===== src/rtl/event_encoder16_if.sv =====
// event_encoder16_if
//   Groups the request, code handshake and status signals of the 16-to-4 event
//   encoder.
//
//   Signals:
//     req          16  raw request lines (rising edge = event)
//     code          4  encoded index of the granted event
//     code_valid    1  code holds an event
//     code_ready    1  consumer accepts code this cycle
//     pending      16  buffered, not-yet-issued events
//     overrun       1  sticky overrun flag
//     clr_overrun   1  synchronous clear of overrun
//     busy          1  pending events or a code on offer
//
//   Modports:
//     slave  - the encoder: takes requests and ready, produces codes and status
//     master - the environment: drives requests and ready, observes codes
interface event_encoder16_if;
  logic [15:0] req;
  logic [3:0]  code;
  logic        code_valid;
  logic        code_ready;
  logic [15:0] pending;
  logic        overrun;
  logic        clr_overrun;
  logic        busy;

  modport slave (
    input  req,
    input  code_ready,
    input  clr_overrun,
    output code,
    output code_valid,
    output pending,
    output overrun,
    output busy
  );

  modport master (
    output req,
    output code_ready,
    output clr_overrun,
    input  code,
    input  code_valid,
    input  pending,
    input  overrun,
    input  busy
  );
endinterface


===== src/rtl/event_encoder16.sv =====
// event_encoder16
//   Sequential 16-to-4 encoder. Every rising edge on a request line becomes one
//   4-bit code on a valid/ready port. Edges are buffered in a sticky pending
//   register and arbitrated either by fixed priority (lowest index first) or
//   round-robin (search starts just after the last granted index).
//
//   Parameters:
//     ARB_MODE  0 = fixed priority, 1 = round-robin
//
//   Ports:
//     clk    rising-edge clock
//     rst_n  asynchronous active-low reset
//     bus    event_encoder16_if.slave (req, code, code_valid, code_ready,
//            pending, overrun, clr_overrun, busy)
module event_encoder16 #(
  parameter int ARB_MODE = 0
) (
  input  logic                      clk,
  input  logic                      rst_n,
  event_encoder16_if.slave          bus
);

  typedef enum logic [0:0] {
    ST_IDLE = 1'b0,
    ST_SEND = 1'b1
  } state_t;

  // Returns {found, index} of the winning pending bit. In round-robin mode the
  // scan starts at ptr+1 and wraps through 15 -> 0; the 4-bit add wraps for free.
  // Scanning from the far end down lets the nearest candidate overwrite the rest.
  function automatic logic [4:0] select_f(
    input logic [15:0] vec,
    input logic [3:0]  ptr,
    input logic        rr
  );
    logic [4:0] res;
    logic [3:0] idx;
    res = 5'd0;
    for (int k = 15; k >= 0; k--) begin
      if (rr) begin
        idx = ptr + 4'd1 + 4'(k);
      end else begin
        idx = 4'(k);
      end
      if (vec[idx]) begin
        res = {1'b1, idx};
      end else begin
        res = res;
      end
    end
    return res;
  endfunction

  localparam logic RR_EN = (ARB_MODE != 0);

  state_t      state_q, state_d;
  logic [15:0] req_q;
  logic [15:0] pending_q, pending_d;
  logic [3:0]  code_q, code_d;
  logic [3:0]  ptr_q, ptr_d;
  logic        overrun_q, overrun_d;

  logic [15:0] rise_s;
  logic [4:0]  sel_s;
  logic        sel_found_s;
  logic [3:0]  sel_idx_s;
  logic        load_s;
  logic [15:0] load_mask_s;

  // Edge detection and arbitration over the registered pending set only.
  always_comb begin
    rise_s      = bus.req & ~req_q;
    sel_s       = select_f(pending_q, ptr_q, RR_EN);
    sel_found_s = sel_s[4];
    sel_idx_s   = sel_s[3:0];
  end

  // Handshake FSM: decides when a new code is loaded and the next state.
  always_comb begin
    state_d = state_q;
    load_s  = 1'b0;
    case (state_q)
      ST_IDLE: begin
        if (sel_found_s) begin
          load_s  = 1'b1;
          state_d = ST_SEND;
        end else begin
          state_d = ST_IDLE;
        end
      end
      ST_SEND: begin
        // The current code's bit was already cleared when it was loaded, so any
        // remaining pending bit is a fresh candidate for back-to-back issue.
        if (bus.code_ready) begin
          if (sel_found_s) begin
            load_s  = 1'b1;
            state_d = ST_SEND;
          end else begin
            state_d = ST_IDLE;
          end
        end else begin
          state_d = ST_SEND;
        end
      end
      default: begin
        state_d = ST_IDLE;
        load_s  = 1'b0;
      end
    endcase
  end

  // Pending, code, pointer and overrun next-state.
  always_comb begin
    if (load_s) begin
      load_mask_s = 16'd1 << sel_idx_s;
      code_d      = sel_idx_s;
      ptr_d       = sel_idx_s;
    end else begin
      load_mask_s = 16'd0;
      code_d      = code_q;
      ptr_d       = ptr_q;
    end
    // Set wins over the load clear: a rise on the bit being issued is a new event.
    pending_d = (pending_q & ~load_mask_s) | rise_s;
    // A new overrun in the same cycle as the clear takes precedence.
    if (|(rise_s & pending_q & ~load_mask_s)) begin
      overrun_d = 1'b1;
    end else if (bus.clr_overrun) begin
      overrun_d = 1'b0;
    end else begin
      overrun_d = overrun_q;
    end
  end

  // State registers. ptr resets to 15 so the first round-robin scan starts at 0.
  always_ff @(posedge clk or negedge rst_n) begin
    if (!rst_n) begin
      state_q   <= ST_IDLE;
      req_q     <= 16'd0;
      pending_q <= 16'd0;
      code_q    <= 4'd0;
      ptr_q     <= 4'd15;
      overrun_q <= 1'b0;
    end else begin
      state_q   <= state_d;
      req_q     <= bus.req;
      pending_q <= pending_d;
      code_q    <= code_d;
      ptr_q     <= ptr_d;
      overrun_q <= overrun_d;
    end
  end

  // Output mapping; code_valid is simply the SEND state.
  always_comb begin
    bus.code       = code_q;
    bus.code_valid = (state_q == ST_SEND);
    bus.pending    = pending_q;
    bus.overrun    = overrun_q;
    bus.busy       = (|pending_q) | (state_q == ST_SEND);
  end

endmodule


===== src/flat_wrapper.sv =====
// flat-port wrapper written by rule: the top's interface ports become plain ports
module event_encoder16_flat 
#(
  parameter int ARB_MODE = 0
)
  (clk, rst_n, bus_req, bus_code_ready, bus_clr_overrun, bus_code, bus_code_valid, bus_pending, bus_overrun, bus_busy);
  event_encoder16_if bus_i ();
  input  logic clk;
  input  logic rst_n;
  input wire logic [$bits(bus_i.req)-1:0] bus_req;
  input wire logic [$bits(bus_i.code_ready)-1:0] bus_code_ready;
  input wire logic [$bits(bus_i.clr_overrun)-1:0] bus_clr_overrun;
  output wire logic [$bits(bus_i.code)-1:0] bus_code;
  output wire logic [$bits(bus_i.code_valid)-1:0] bus_code_valid;
  output wire logic [$bits(bus_i.pending)-1:0] bus_pending;
  output wire logic [$bits(bus_i.overrun)-1:0] bus_overrun;
  output wire logic [$bits(bus_i.busy)-1:0] bus_busy;
  assign bus_i.req = bus_req;
  assign bus_i.code_ready = bus_code_ready;
  assign bus_i.clr_overrun = bus_clr_overrun;
  assign bus_code = bus_i.code;
  assign bus_code_valid = bus_i.code_valid;
  assign bus_pending = bus_i.pending;
  assign bus_overrun = bus_i.overrun;
  assign bus_busy = bus_i.busy;
  event_encoder16 #(.ARB_MODE(ARB_MODE)) u_core (.clk(clk), .rst_n(rst_n), .bus(bus_i));
endmodule

===== config.mk =====
export PLATFORM = sky130hd
export DESIGN_NAME = event_encoder16_flat
export DESIGN_NICKNAME = d
export VERILOG_FILES = /design/src/rtl/event_encoder16_if.sv /design/src/rtl/event_encoder16.sv /design/src/flat_wrapper.sv
export SDC_FILE = /design/constraint.sdc
export NUM_CORES = 1
export LEC_CHECK = 0
export ABC_AREA = 1
export CELL_PAD_IN_SITES_DETAIL_PLACEMENT = 1
export CELL_PAD_IN_SITES_GLOBAL_PLACEMENT = 2
export CORE_ASPECT_RATIO = 0.8
export CORE_MARGIN = 1.5
export CORE_UTILIZATION = 25
export DETAILED_ROUTE_END_ITERATION = 7
export PLACE_DENSITY = 0.82
export SYNTH_ARGS = -nofsm -noshare
export SYNTH_HDL_FRONTEND = slang
export SYNTH_SLANG_ARGS = --single-unit

===== constraint.sdc =====
create_clock -name clk -period 1.7 [get_ports clk]
set_input_delay 0.425 -clock clk [delete_from_list [all_inputs] [get_ports clk]]
set_output_delay 0.425 -clock clk [all_outputs]
set_load 0.05 [all_outputs]

# Yosys cells after proc, flatten, opt, wreduce, memory -nomap -nowiden
# Cells that the tools add are included.
[classes]
mux = 24
bitwise_logic = 9
n_shift = 1
reduce_logical = 3
[ops]
columns = ["op", "n"]
rows = [
  ["$mux 5", 16],
  ["$and 16x16->16", 4],
  ["$not 16->16", 2],
  ["$reduce_or 16->1", 2],
  ["$mux 16", 1],
  ["$or 16x16->16", 1],
  ["$shl 1x4->16 const A", 1],
  ["$mux 1", 5],
  ["$pmux 1 s2", 2],
  ["$reduce_bool 2->1", 1],
  ["$not 1->1", 1],
  ["$or 1x1->1", 1],
]
[totals]
wordCells = 42
input_bits = 20
output_inout_bits = 23
register_bits = 38

# Depth between registers and ports, before layout
[depth]
word_depth = 24
mapped_depth = 22
ltp_nobuf = 22

# Worst setup path before layout
# OpenSTA, ideal clock, no wires.
[synth_timing]
kind = "register to register"
start = "reg u_core.pending_q[13], in the netlist u_core.bus.pending[13]"
end = "reg u_core.overrun_q, in the netlist u_core.bus.overrun"
setup_ns = 0.125
synth_period_minus_slack_ns = 2.155
t_required_ns = 1.575
n_path_buf = 0
arrival_ns = 2.029
setup_slack_ns = -0.455
path_stages_with_launch = 22
cell_sequence = "dfrtp_1 -> inv_1 -> nand2_1 -> nand2_1 -> nand2_1 -> nand2_1 -> nand2_1 -> nand2_1 -> nand2_1 -> nand2_1 -> nand2_1 -> nand2_1 -> nand2_2 -> nand2_2 -> nand2_2 -> nand2_2 -> nor2_4 -> nand3_1 -> nand3_1 -> nand2_1 -> nor2_1 -> nand3_1"
[synth_via]
elab_chain_cells = 22
elab_cells_between_ends = 25
cone_classes = "shift (1); mux (19); bitwise (3); reduce/logical (2)"
[synth_rtl]
columns = ["element", "line_no", "rtl"]
rows = [
  ["start, declared", "event_encoder16.sv:58", "logic [15:0] pending_q, pending_d;"],
  ["start signal, assigned", "event_encoder16.sv:147", "pending_q <= pending_d;"],
  ["$mux 5 (14 in a row)", "event_encoder16.sv:45", "if (vec[idx]) begin"],
  ["$mux 1", "event_encoder16.sv:84, event_encoder16.sv:95", ""],
  ["$mux 1", "event_encoder16.sv:94", "if (bus.code_ready) begin"],
  ["$pmux 1 s2", "event_encoder16.sv:82", "case (state_q)"],
  ["$mux 16", "event_encoder16.sv:114", "if (load_s) begin"],
  ["$not 16->16", "event_encoder16.sv:126", "if (|(rise_s & pending_q & ~load_mask_s)) begin"],
  ["$and 16x16->16 *", "event_encoder16.sv:126", ""],
  ["$reduce_or 16->1 *", "event_encoder16.sv:126", ""],
  ["$mux 1 / $reduce_bool 2->1 (equally long branches)", "-", ""],
  ["end signal, assigned", "event_encoder16.sv:150", "overrun_q <= overrun_d;"],
  ["end, declared", "event_encoder16.sv:61", "logic overrun_q, overrun_d;"],
]
# Mark *: on every way between the ends. The rest lies on a longest branch, timed or not.
# A chain may end at the register's enable or synchronous reset.

# Worst setup path after layout
[layout_timing]
start = "reg u_core.pending_q[15], in the netlist u_core.bus.pending[15]"
end = "reg u_core.overrun_q, in the netlist u_core.bus.overrun"
[layout_via]
elab_chain_cells = 24
elab_cells_between_ends = 27
cone_classes = "shift (1); mux (21); bitwise (3); reduce/logical (2)"
[layout_rtl]
columns = ["element", "line_no"]
rows = [
  ["$mux 5 (16 in a row)", "event_encoder16.sv:45"],
  ["$mux 1", "event_encoder16.sv:84, event_encoder16.sv:95"],
  ["$mux 1", "event_encoder16.sv:94"],
  ["$pmux 1 s2", "event_encoder16.sv:82"],
  ["$mux 16", "event_encoder16.sv:114"],
  ["$not 16->16", "event_encoder16.sv:126"],
  ["$and 16x16->16 *", "event_encoder16.sv:126"],
  ["$reduce_or 16->1 *", "event_encoder16.sv:126"],
  ["$mux 1 / $reduce_bool 2->1 (equally long branches)", "-"],
]
# Marked as above.

==> run_results.csv <==
group,metric,value,unit
run,drv_cap,0,
worst_setup_path,setup.worst_path.class,"flip-flop to flip-flop",
final_layout,nets,377,
yosys,synth_warnings,0,
yosys,synth.ff_latch_count,38,
final_layout,final_area,3580,um^2
yosys,synth_area_per_cell,7.83,um^2
route,dr.pass1.iters,4,
timing,fin_skew,0.00514,ns
worst_setup_path,worstPathRequired,1.87,ns
worst_setup_path,startpoint_type,"flip-flop",
yosys,yosysSeqAreaShare,0.508,
worst_setup_path,r2r_cells,21,
clocking,h-tree-depth,2,
timing,min_period,2.23,ns
route,vias,2034,
global_routing,grt_pass1_vias,2210,
route,vias_per_cell,4.57,
power,p_leak,1.77,nW
power,power.density,953,nW/um^2
timing,rsz0062_at_grt,"true",
route,ant_nets,0,
yosys,synth_nets,259,
floorplan,die_y,80.4,um
final_layout,final-instance-count-excl-fill,445,
place,finalWeightedCongestion,0.896,
route,drt_iter0_drc,40,
global_routing,antenna_found_initial,0,
worst_setup_path,cp.depth,21,
clocking,clockBufferDepth,2,
worst_setup_path,cp_cell_sequence,"nand2_1 > nand2_1 > nand2_1 > nand2_1 > nand2_1 > nand2_1 > nand2_1 > nand2_1 > nand2_1 > nand2_1 > nand2_1 > nand2_2 > nand2_4 > buf_6 > nand4_1 > nand2_1 > nand2_2 > nor2_2 > nand2_2 > nor2_2 > nand3_1",
timing,report.final.hold_viol_count,0,
route,routed_wl,6770,um
timing,maxSlewViolCount,0,
worst_setup_path,cpLargestDelayFamily,"simple AND/OR/NAND/NOR gates",
global_routing,grt_pass1_wl,11100,um
clocking,cts_made_buffers,5,
route,drc,0,
global_routing,grt_overflow_total,0,
yosys,synthesis.instances,239,
floorplan,rows,27,
global_routing,grt.total_usage,0.180,
yosys,syn_area,1870,um^2
place,dp.cells,422,
worst_setup_path,crit_top_cell,"nand2_1",
worst_setup_path,cp-end-kind,"flip-flop",
timing,hold_ws,0.0360,ns
timing,relSlewSlack,0.750,
final_layout,drive_gt1_frac,0.494,
floorplan,core_area,7060,um^2
timing,finalCritPeriodShare,1.31,
timing,worst_pin_slew,0.375,ns
global_routing,grt_max_degree,18,
clocking,hold_buffers,0,
route,routedWlPerCell,15.2,um
worst_setup_path,cp-startpoint,"u_core.bus.pending[15]$_DFF_PN0_",
worst_setup_path,cp_max_fo,4,
outcome,violations,"negative setup slack",
clocking,cts_tree,"yes",
worst_setup_path,endpoint,"u_core.bus.overrun$_DFFE_PN0P_",
floorplan,die-area,8010,um^2
place,place_hpwl,4830,um
timing,max_freq,447,MHz
floorplan,io_pins,43,
timing,fin_setup_tns,-4.34,ns
clocking,clkLatencyLatePin,0.29,ns
yosys,synth_cell_types,18,
final_layout,num_antenna_cells,0,
outcome,status,"complete, but fails checks",
worst_setup_path,r2r_start,"u_core.bus.pending[15]$_DFF_PN0_",
worst_setup_path,worstReg2RegEnd,"u_core.bus.overrun$_DFFE_PN0P_",
floorplan,initial_core_util,0.265,
final_layout,syn_to_final_growth,91.5,%
worst_setup_path,crit_buf_inv,1,
timing,fin_ws,-0.535,ns
worst_setup_path,crit_slowest_cell,"dfrtp_2",
worst_setup_path,critPathArrivalTime,2.41,ns
place,io_buffers,42,
min_path,hold_class,"input port to async pin",
worst_setup_path,slowest_delay,0.43,ns
clocking,cts_sinks,38,
clocking,cts_root_buffer,"clkbuf_8",
floorplan,die_w,99.7,um
place,placed_area,3090,um^2
clocking,clk_pin_slew,0.08,ns
timing,setup_violations,19,
worst_setup_path,r2r_setup_slack,-0.53,ns
power,vdd_drop_max,0.000805,V
worst min path at each step:
stage,end,startpoint,depth (start not counted),slack (ns)
floorplan,u_core.bus.code[0]$_DFFE_PN0P_,rst_n,0,0.13
global placement,u_core.req_q[6]$_DFF_PN0_,rst_n,1,0.36
detailed placement,u_core.req_q[6]$_DFF_PN0_,rst_n,1,0.36
CTS,u_core.req_q[4]$_DFF_PN0_,rst_n,1,0.04
global route,u_core.req_q[0]$_DFF_PN0_,rst_n,1,0.05
finish,u_core.req_q[6]$_DFF_PN0_,rst_n,1,0.04
power by group:
part	switching, mW	leakage [nW]	internal [mW]	total (mW)
logic	0.721	1.30	0.678	1.40
clock network	0.342	0.0714	0.626	0.969
registers	0.0665	0.398	0.980	1.05
repair_timing:
item / 4_1_cts / 5_1_grt
buffers inserted: 18 / 4
pin swaps: 25 / 15
endpoints found under the setup margin: 18 / 21
resized for setup: 50 / 20
registers in the layout (all words and copies together), names as in the netlist:
register,flops
u_core.bus.code,4
u_core.bus.code_valid,1
u_core.bus.overrun,1
u_core.bus.pending,16
u_core.req_q,16
layer usage:
metal | GRT usage | share of wire | wire [um]
met2 | 0.322 | 0.52 | 3530
met1 | 0.223 | 0.43 | 2910
met4 | 0.0521 | 0.017 | 112
met5 | 0 | 0 | 0
met3 | 0.0322 | 0.032 | 216
stage by stage:
stage	setup WS (ns)	utilization	power, mW
5_1_grt	-0.713	0.507	3.56
6_report	-0.535	0.507	3.42
3_5_place_dp	-0.528	0.438	2.14
2_1_floorplan	-0.279	-	1.54
3_3_place_gp	-0.483	0.438	2.11
4_1_cts	-0.403	0.500	3.37
cell families after synthesis:
| kind of cell | synth area share |
|---|---|
| AND/OR/NAND/NOR | 0.336 |
| buffers and inverters | 0.0883 |
| flip-flops | 0.508 |
| AO/OA/AOI/OAI | 0.0676 |
cell usage after synthesis:
| master | number | area [um^2] |
|---|---|---|
| a21oi_1 | 1 | 5.00 |
| a21oi_4 | 3 | 48.8 |
| dfrtp_1 | 38 | 951 |
| inv_1 | 42 | 158 |
| inv_2 | 2 | 7.51 |
| nand2_1 | 64 | 240 |
| nand2_2 | 6 | 37.5 |
| nand3_1 | 24 | 120 |
| nand3_2 | 1 | 10.0 |
| nand4_1 | 11 | 68.8 |
| nor2_1 | 23 | 86.3 |
| nor2_2 | 2 | 12.5 |
| nor2_4 | 1 | 11.3 |
| nor3_1 | 5 | 25.0 |
| nor3_2 | 1 | 10.0 |
| o21ai_0 | 13 | 65.1 |
| o21bai_1 | 1 | 7.51 |
| or2_2 | 1 | 6.26 |
final cells by class:
| class | instances | area (um^2) |
|---|---|---|
| clock buffers | 6 | 82.6 |
| clock inverters | 2 | 60.1 |
| flip-flops and latches | 38 | 971 |
| fillers | 817 | 3480 |
| inverters | 44 | 165 |
| multi-input cells | 157 | 958 |
| repair buffers | 111 | 1240 |
| well taps | 87 | 109 |
cells in the final DEF, fill, tap and decap left out, types with 3 or more instances in the layout:
master and n:
buf_12 24, nand2_4 5, nand3_2 12, a21oi_4 3, nor2_4 5, clkdlybuf4s50_1 18
inv_2 9, nand2_2 14, clkbuf_8 6, o21ai_0 3, nand2_1 51, dfrtp_2 16
nor2_2 4, nor3_1 3, nand3_1 12, buf_6 16, inv_1 35, dfrtp_1 22
buf_4 52, o21ai_1 8, nor2_1 17, nand4_1 11
(Power assumes the default switching activity.)
==> edit 1 (same settings) <==
Make the reset (`rst_n`) synchronous in one clocked block. Comments in the files are not updated.
--- a/src/rtl/event_encoder16.sv
+++ b/src/rtl/event_encoder16.sv
@@ -133,7 +133,7 @@
   end
 
   // State registers. ptr resets to 15 so the first round-robin scan starts at 0.
-  always_ff @(posedge clk or negedge rst_n) begin
+  always_ff @(posedge clk) begin
     if (!rst_n) begin
       state_q   <= ST_IDLE;
       req_q     <= 16'd0;
Behaviour: differs if rst_n is asserted again (counterexample within 4 cycles, from zero or initial values and one cycle with rst_n low); with rst_n held inactive, the same outputs for 10 cycles.
==> edit 1 against the original RTL <==
The run still ends with negative setup slack left; via count is 2.6% higher; total power is 21% lower; area after synthesis is 1.0% higher; final area is 9.8% lower; setup slack better by 0.18 ns; non-clock buffer count is 5 lower; die area is 0.97% higher; critical path depth is 3 lower; sequential cell count stayed put; first-iteration DRC count is 15% higher; routed wire length is 7.4% lower.
==> edit 1: results (changes against the original RTL) <==
The flow ran to the end, but the final reports show violations. The final reports fail on negative setup slack. The number of buffer cells added on primary ports is 42 (unchanged). The proportion of layout cells with a drive suffix above 1 came to 41.24% (-8.2 points). The leakage power is 1.604 nW (-9.4%).

Broken down by cell family, the worst path's largest delay share belongs to simple AND/OR/NAND/NOR gates. The final-report setup violation count is 14 (-5). The final clock skew came to 0.005947 ns (+0.0008024 ns).

The number of diodes added for antenna fixing is 0 (unchanged). The total wire length after detailed routing is 6.264 mm (-7.4%). The number of buffers created by CTS is 5 (unchanged).

The maximum clock insertion buffer count came out at 2 (unchanged). The total power after layout is 2.701 mW (-21%). In this run the critical register-to-register path is captured at u_core.bus.overrun. The vias after detailed routing was 2087 (+2.6%). The number of instances in the synthesized netlist came to 277 (+16%). The max-slew violation total from the final report is 0 (unchanged). The cell sitting at the root of the clock tree is a clkbuf_8. For this design, the slowest cell found on the critical path is dfxtp_4.

The ratio of routed vias to standard cells is 4.366 (-4.5%). The async set or reset register ratio after synthesis was 0% (-100 points). The worst hold path was traced through 2 stages. The most used flip-flop cell after synthesis is dfxtp_1. In this run the critical register-to-register path is launched from u_core.bus.pending[15]. The first-pass detailed-route iteration total is 4 (unchanged). After synthesis, the cell types taking the most area are dfxtp_1 40%, nand2_1 11%, inv_1 11%, nor2_1 6.8%, a21oi_1 5.8%. The endpoint arrival time on the critical path came out at 2.25 ns (-0.16 ns). The post-synthesis cell type count is 24 (+6).

The H-tree level count was 2 (unchanged). The startpoint identified for the worst hold timing path is u_core.bus.code[3]. The global placement routability congestion came to 0.8985 (+0.32%). The worst-case vdd ir drop is 0.3156 mV (-61%).

The setup slack after placement is -0.4599 ns (+0.06833 ns). The synthesized netlist net count came out at 297 (+15%). The number of synthesis warnings came out at 0 (unchanged). The pin count of the biggest net entering global routing is 18 (unchanged). By count the netlist is led by 57 x nand2_1, 56 x inv_1, 38 x dfxtp_1. The post-DP HPWL is 5.062 mm (+4.8%).

The proportion of total power due to net switching is 35.92% (+2.8 points). The number of global-route vias before repair was 2219 (+0.41%). The largest fanout of any net on the critical path came out at 5 (+1). The total negative slack is -2.059 ns (+2.278 ns).

The share of the yosys chip area belonging to registers came out at 40.26% (-11 points). The worst reg2reg path depth came out at 18 (-14%). The biggest cell delay along the critical path is 0.36 ns (-0.07 ns). The global-route wire length before repair is 10.38 mm (-6.2%).

The clock group power is 0.621 mW (-36%). The combinational logic power is 1.08 mW (-23%). The worst min-delay path endpoint is u_core.bus.code[3].

The instance count after placement with tap cells included came out at 464 (+10%). The total routing resource utilization after global routing was 16.49% (-1.5 points). The clock latency at the later pin of the worst-skew pair came out at 0.29 ns (about the same). The number of DRC violations after detailed-routing iteration 0 is 46 (+15%). The worst slew margin relative to its limit was 78.42% (+3.4 points). The classification of the worst-slack hold path is reg2reg. The final-stage net count came out at 407 (+8.0%).

The post-route worst setup slack is -0.3536 ns (+0.1811 ns). The worst hold slack after final layout is 0.4818 ns (+0.4459 ns). The placement-stage cell area came out at 2975 um2 (-3.7%). The initial antenna violation count was 0 (unchanged).
edit 1: cell families (layout without fill, tap and decap cells):
group / Yosys count / after routing / share of synthesized area, %
and+or+nand+nor: 133 / 133 / 33.91
buffers and inverters: 67 / 178 / 13.51
AOI/OAI and AO/OA: 39 / 39 / 12.32
DFF: 38 / 38 / 40.26
edit 1: metal layers:
metal | routed length (um) | track usage (%) | up-vias | share of wire (%)
met1 | 3032 | 21.25 | 981 | 48
li1 | - | - | 1072 | -
met5 | 0 | 0 | - | 0
met2 | 3040 | 29.80 | 28 | 49
met4 | 28 | 2.113 | 0 | 0.45
met3 | 162 | 2.840 | 6 | 2.6
edit 1: worst max path at each step:
stage	end	from	slack [ns]
3_3_place_gp	u_core.bus.overrun	bus_code_ready	-0.44
2_1_floorplan	u_core.bus.overrun	u_core.bus.pending[15]	-0.17
3_5_place_dp	u_core.bus.overrun	bus_code_ready	-0.46
6_report	u_core.bus.overrun	u_core.bus.pending[15]	-0.35
4_1_cts	u_core.bus.overrun	u_core.bus.pending[15]	-0.36
5_1_grt	u_core.bus.overrun	u_core.bus.pending[14]	-0.52
edit 1: worst reg2reg max path, delay by kind of cell, from the launching register on:
kind	cells	cell delay, ns
flip-flops	1	0.36
buffers and inverters	3	0.21
AO/OA/AOI/OAI	1	0.18
AND/OR/NAND/NOR	14	1.22
edit 1: area by class of cell:
class | count | area, um2
repair buffers | 106 | 1025
clock buffers | 6 | 72.57
fillers | 923 | 4128
multi-input cells | 172 | 967.2
flip-flops and latches | 38 | 795.8
clock inverters | 2 | 8.758
inverters | 64 | 247.7
well taps | 90 | 112.6
edit 1: what timing repair did:
item | in CTS | in global routing
buffers inserted | 6 | 1
resized for setup | 30 | 7
pin swaps | 17 | 9
endpoints found under the setup margin | 18 | 22
==> edit 2 (same settings) <==
Without the edit above. Take the reset off `pending_q` and load it in a clocked block of its own.
--- a/src/rtl/event_encoder16.sv
+++ b/src/rtl/event_encoder16.sv
@@ -137,18 +137,20 @@
     if (!rst_n) begin
       state_q   <= ST_IDLE;
       req_q     <= 16'd0;
-      pending_q <= 16'd0;
       code_q    <= 4'd0;
       ptr_q     <= 4'd15;
       overrun_q <= 1'b0;
     end else begin
       state_q   <= state_d;
       req_q     <= bus.req;
-      pending_q <= pending_d;
       code_q    <= code_d;
       ptr_q     <= ptr_d;
       overrun_q <= overrun_d;
     end
+  end
+
+  always_ff @(posedge clk) begin
+    pending_q <= pending_d;
   end
 
   // Output mapping; code_valid is simply the SEND state.
Check against the original RTL: not equivalent (a bounded check fails within 4 cycles, from zero or initial values and one cycle with rst_n low).
==> edit 2 against the original RTL <==
The run still ends with negative setup slack left; sequential share of layout area grew 1.5 points; routed wire length shrank 9.4%; setup slack gained 0.18 ns; area after synthesis shrank 4.3%; maximum frequency grew 9.0%; final area shrank 9.6%; total power shrank 15%; clock skew is essentially flat; die area shrank 4.1%; sequential cell count is the same.
==> edit 2: results (changes against the original RTL) <==
The flow ran to the end, but the final reports show violations. The final reports fail on negative setup slack. The number of DRC violations after detailed-routing iteration 0 is 53 (+33%). The maximum clock insertion buffer count is 2 (unchanged).

The startpoint of the worst-slack reg-to-reg timing path is u_core.bus.pending[1]. The number of instances in the synthesized netlist is 239 (unchanged). The cell depth of the worst hold path came out at 1. The worst reg2reg path depth came to 13 (-38%). The global-route wire length before repair came to 10.22 mm (-7.7%). The pin count of the biggest net entering global routing is 23 (+5). The proportion of total power due to net switching came out at 35.21% (+2.1 points). The largest individual stage delay along the critical path comes from the cell dfxtp_4. The placement-stage cell area came to 2890 um2 (-6.5%). The number of filler instances in the final layout came out at 851 (+4.2%). The total routing resource utilization after global routing came to 16.81% (-1.2 points). The path class of the tightest hold or removal check is reg2reg. The endpoint arrival time on the critical path is 1.63 ns (-0.78 ns).

The async set or reset register ratio after synthesis is 57.89% (-42 points). The top-area cell type share of the netlist area came out at 30.75% (-20 points). The buffer cell driving the clock tree root is clkbuf_8. The leakage power is 1.600 nW (-9.6%). The largest fanout of any net on the critical path is 3 (-1). The number of diodes added for antenna fixing came to 0 (unchanged). The share of the yosys chip area belonging to registers is 48.64% (-2.2 points). The met2 layer usage reported by global route was 28.06% (-4.1 points). The proportion of layout cells with a drive suffix above 1 is 46.70% (-2.7 points). The slew of the pin with the lowest slew margin came out at 0.3366 ns (-0.03826 ns). The average detailed-routed wire length per instance is 14.05 um (-7.6%). The total wire length after detailed routing is 6.126 mm (-9.4%). The commonest cells after synthesis are 64 x nand2_1, 42 x inv_1, 24 x nand3_1. The max-slew violation total from the final report came out at 0 (unchanged). The number of buffers created by CTS is 5 (unchanged). The number of global-route vias before repair came out at 2071 (-6.3%). The vias after detailed routing was 1913 (-5.9%). The launching instance or port of the critical path is u_core.bus.pending[8]. The number of synthesis warnings is 0 (unchanged). The instance count after placement with tap cells included is 421 (-0.24%). The initial antenna violation count came out at 0 (unchanged). The final-stage net count came to 369 (-2.1%). The final-report setup violation count is 15 (-4). The worst-case vdd ir drop came to 0.5526 mV (-31%).

The met1 track demand over resource in global routing came out at 21.83% (-0.47 points). The most used flip-flop cell after synthesis is dfrtp_1. The met3 track utilization from global routing came out at 3.521% (+0.30 points). Following the worst setup path forward leads to its endpoint at bus_busy. The first-pass detailed-route iteration total is 4 (unchanged). The worst hold path terminates at u_core.bus.pending[2].

The post-DP HPWL is 4.498 mm (-6.9%). The final clock skew came to 0.004682 ns (-0.0004619 ns). In this design, the largest share of critical-path delay is due to simple AND/OR/NAND/NOR gates.

The worst register-to-register path ends at u_core.bus.overrun. The synthesized netlist net count came to 259 (unchanged). By area the synthesized netlist is led by dfrtp_1 31%, dfxtp_1 18%, nand2_1 13%, inv_1 8.8%, nand3_1 6.7%. The global placement routability congestion is 0.8603 (-3.9%).

The biggest cell delay along the critical path is 0.35 ns (-0.08 ns). The CTS clock-pin slew for the worst setup and hold paths came out at 0.07 ns. The setup slack after placement is -0.4198 ns (+0.1084 ns). The post-route worst setup slack came out at -0.3503 ns (+0.1844 ns). The post-synthesis cell type count is 19 (+1). The worst hold path begins at u_core.req_q[2].
## edit 2: power groups by stage
| stage | Clock (mW) | Sequential [mW] | Combinational (mW) |
|---|---|---|---|
| 3_5_place_dp | 0 | 1.04 | 1.06 |
| 2_1_floorplan | 0 | 1.23 | 0.276 |
| 3_3_place_gp | 0 | 1.03 | 1.05 |
| 4_1_cts | 0.668 | 1.02 | 1.21 |
| 6_report | 0.646 | 1.02 | 1.22 |
| 5_1_grt | 0.711 | 1.03 | 1.30 |
## edit 2: what timing repair did
| item | 4_1_cts | 5_1_grt |
|---|---|---|
| resized for setup | 36 | 31 |
| hold endpoints to repair | 0 | 0 |
| setup endpoints to repair | 19 | 21 |
| hold buffers | 0 | 0 |
| setup buffers | 10 | 0 |
| pin swaps | 13 | 13 |
## edit 2: through the flow
step,hold WS (ns),setup TNS (ns)
after floorplan,0.1294,-0.2841
after global placement,0.4216,-2.353
after detailed placement,0.4394,-2.898
after CTS,0.4497,-2.156
after global routing,0.4669,-5.554
final,0.4442,-2.419
## edit 2: area by class of cell
| cell class | instances | area, um2 | area share, % |
|---|---|---|---|
| Timing Repair Buffer | 103 | 1041 | 32.14 |
| Sequential cell | 38 | 925.9 | 28.58 |
| Multi-Input combinational cell | 157 | 912.1 | 28.16 |
| Inverter | 44 | 165.2 | 5.098 |
| Tap cell | 87 | 108.9 | 3.360 |
| Clock buffer | 7 | 86.33 | 2.665 |
## edit 2: kinds of logic (layout without fill, tap and decap cells)
group | after synthesis | count (layout) | share of synthesized area [%]
DFF | 38 | 38 | 48.64
and+or+nand+nor | 139 | 139 | 35.08
buffers and inverters | 44 | 154 | 9.224
AOI/OAI and AO/OA | 18 | 18 | 7.058
## edit 2: layer usage
metal	wire length, um	up-vias
met1	2777	895
met2	3047	34
met3	214	9
li1	-	975
met4	87	0
met5	0	-
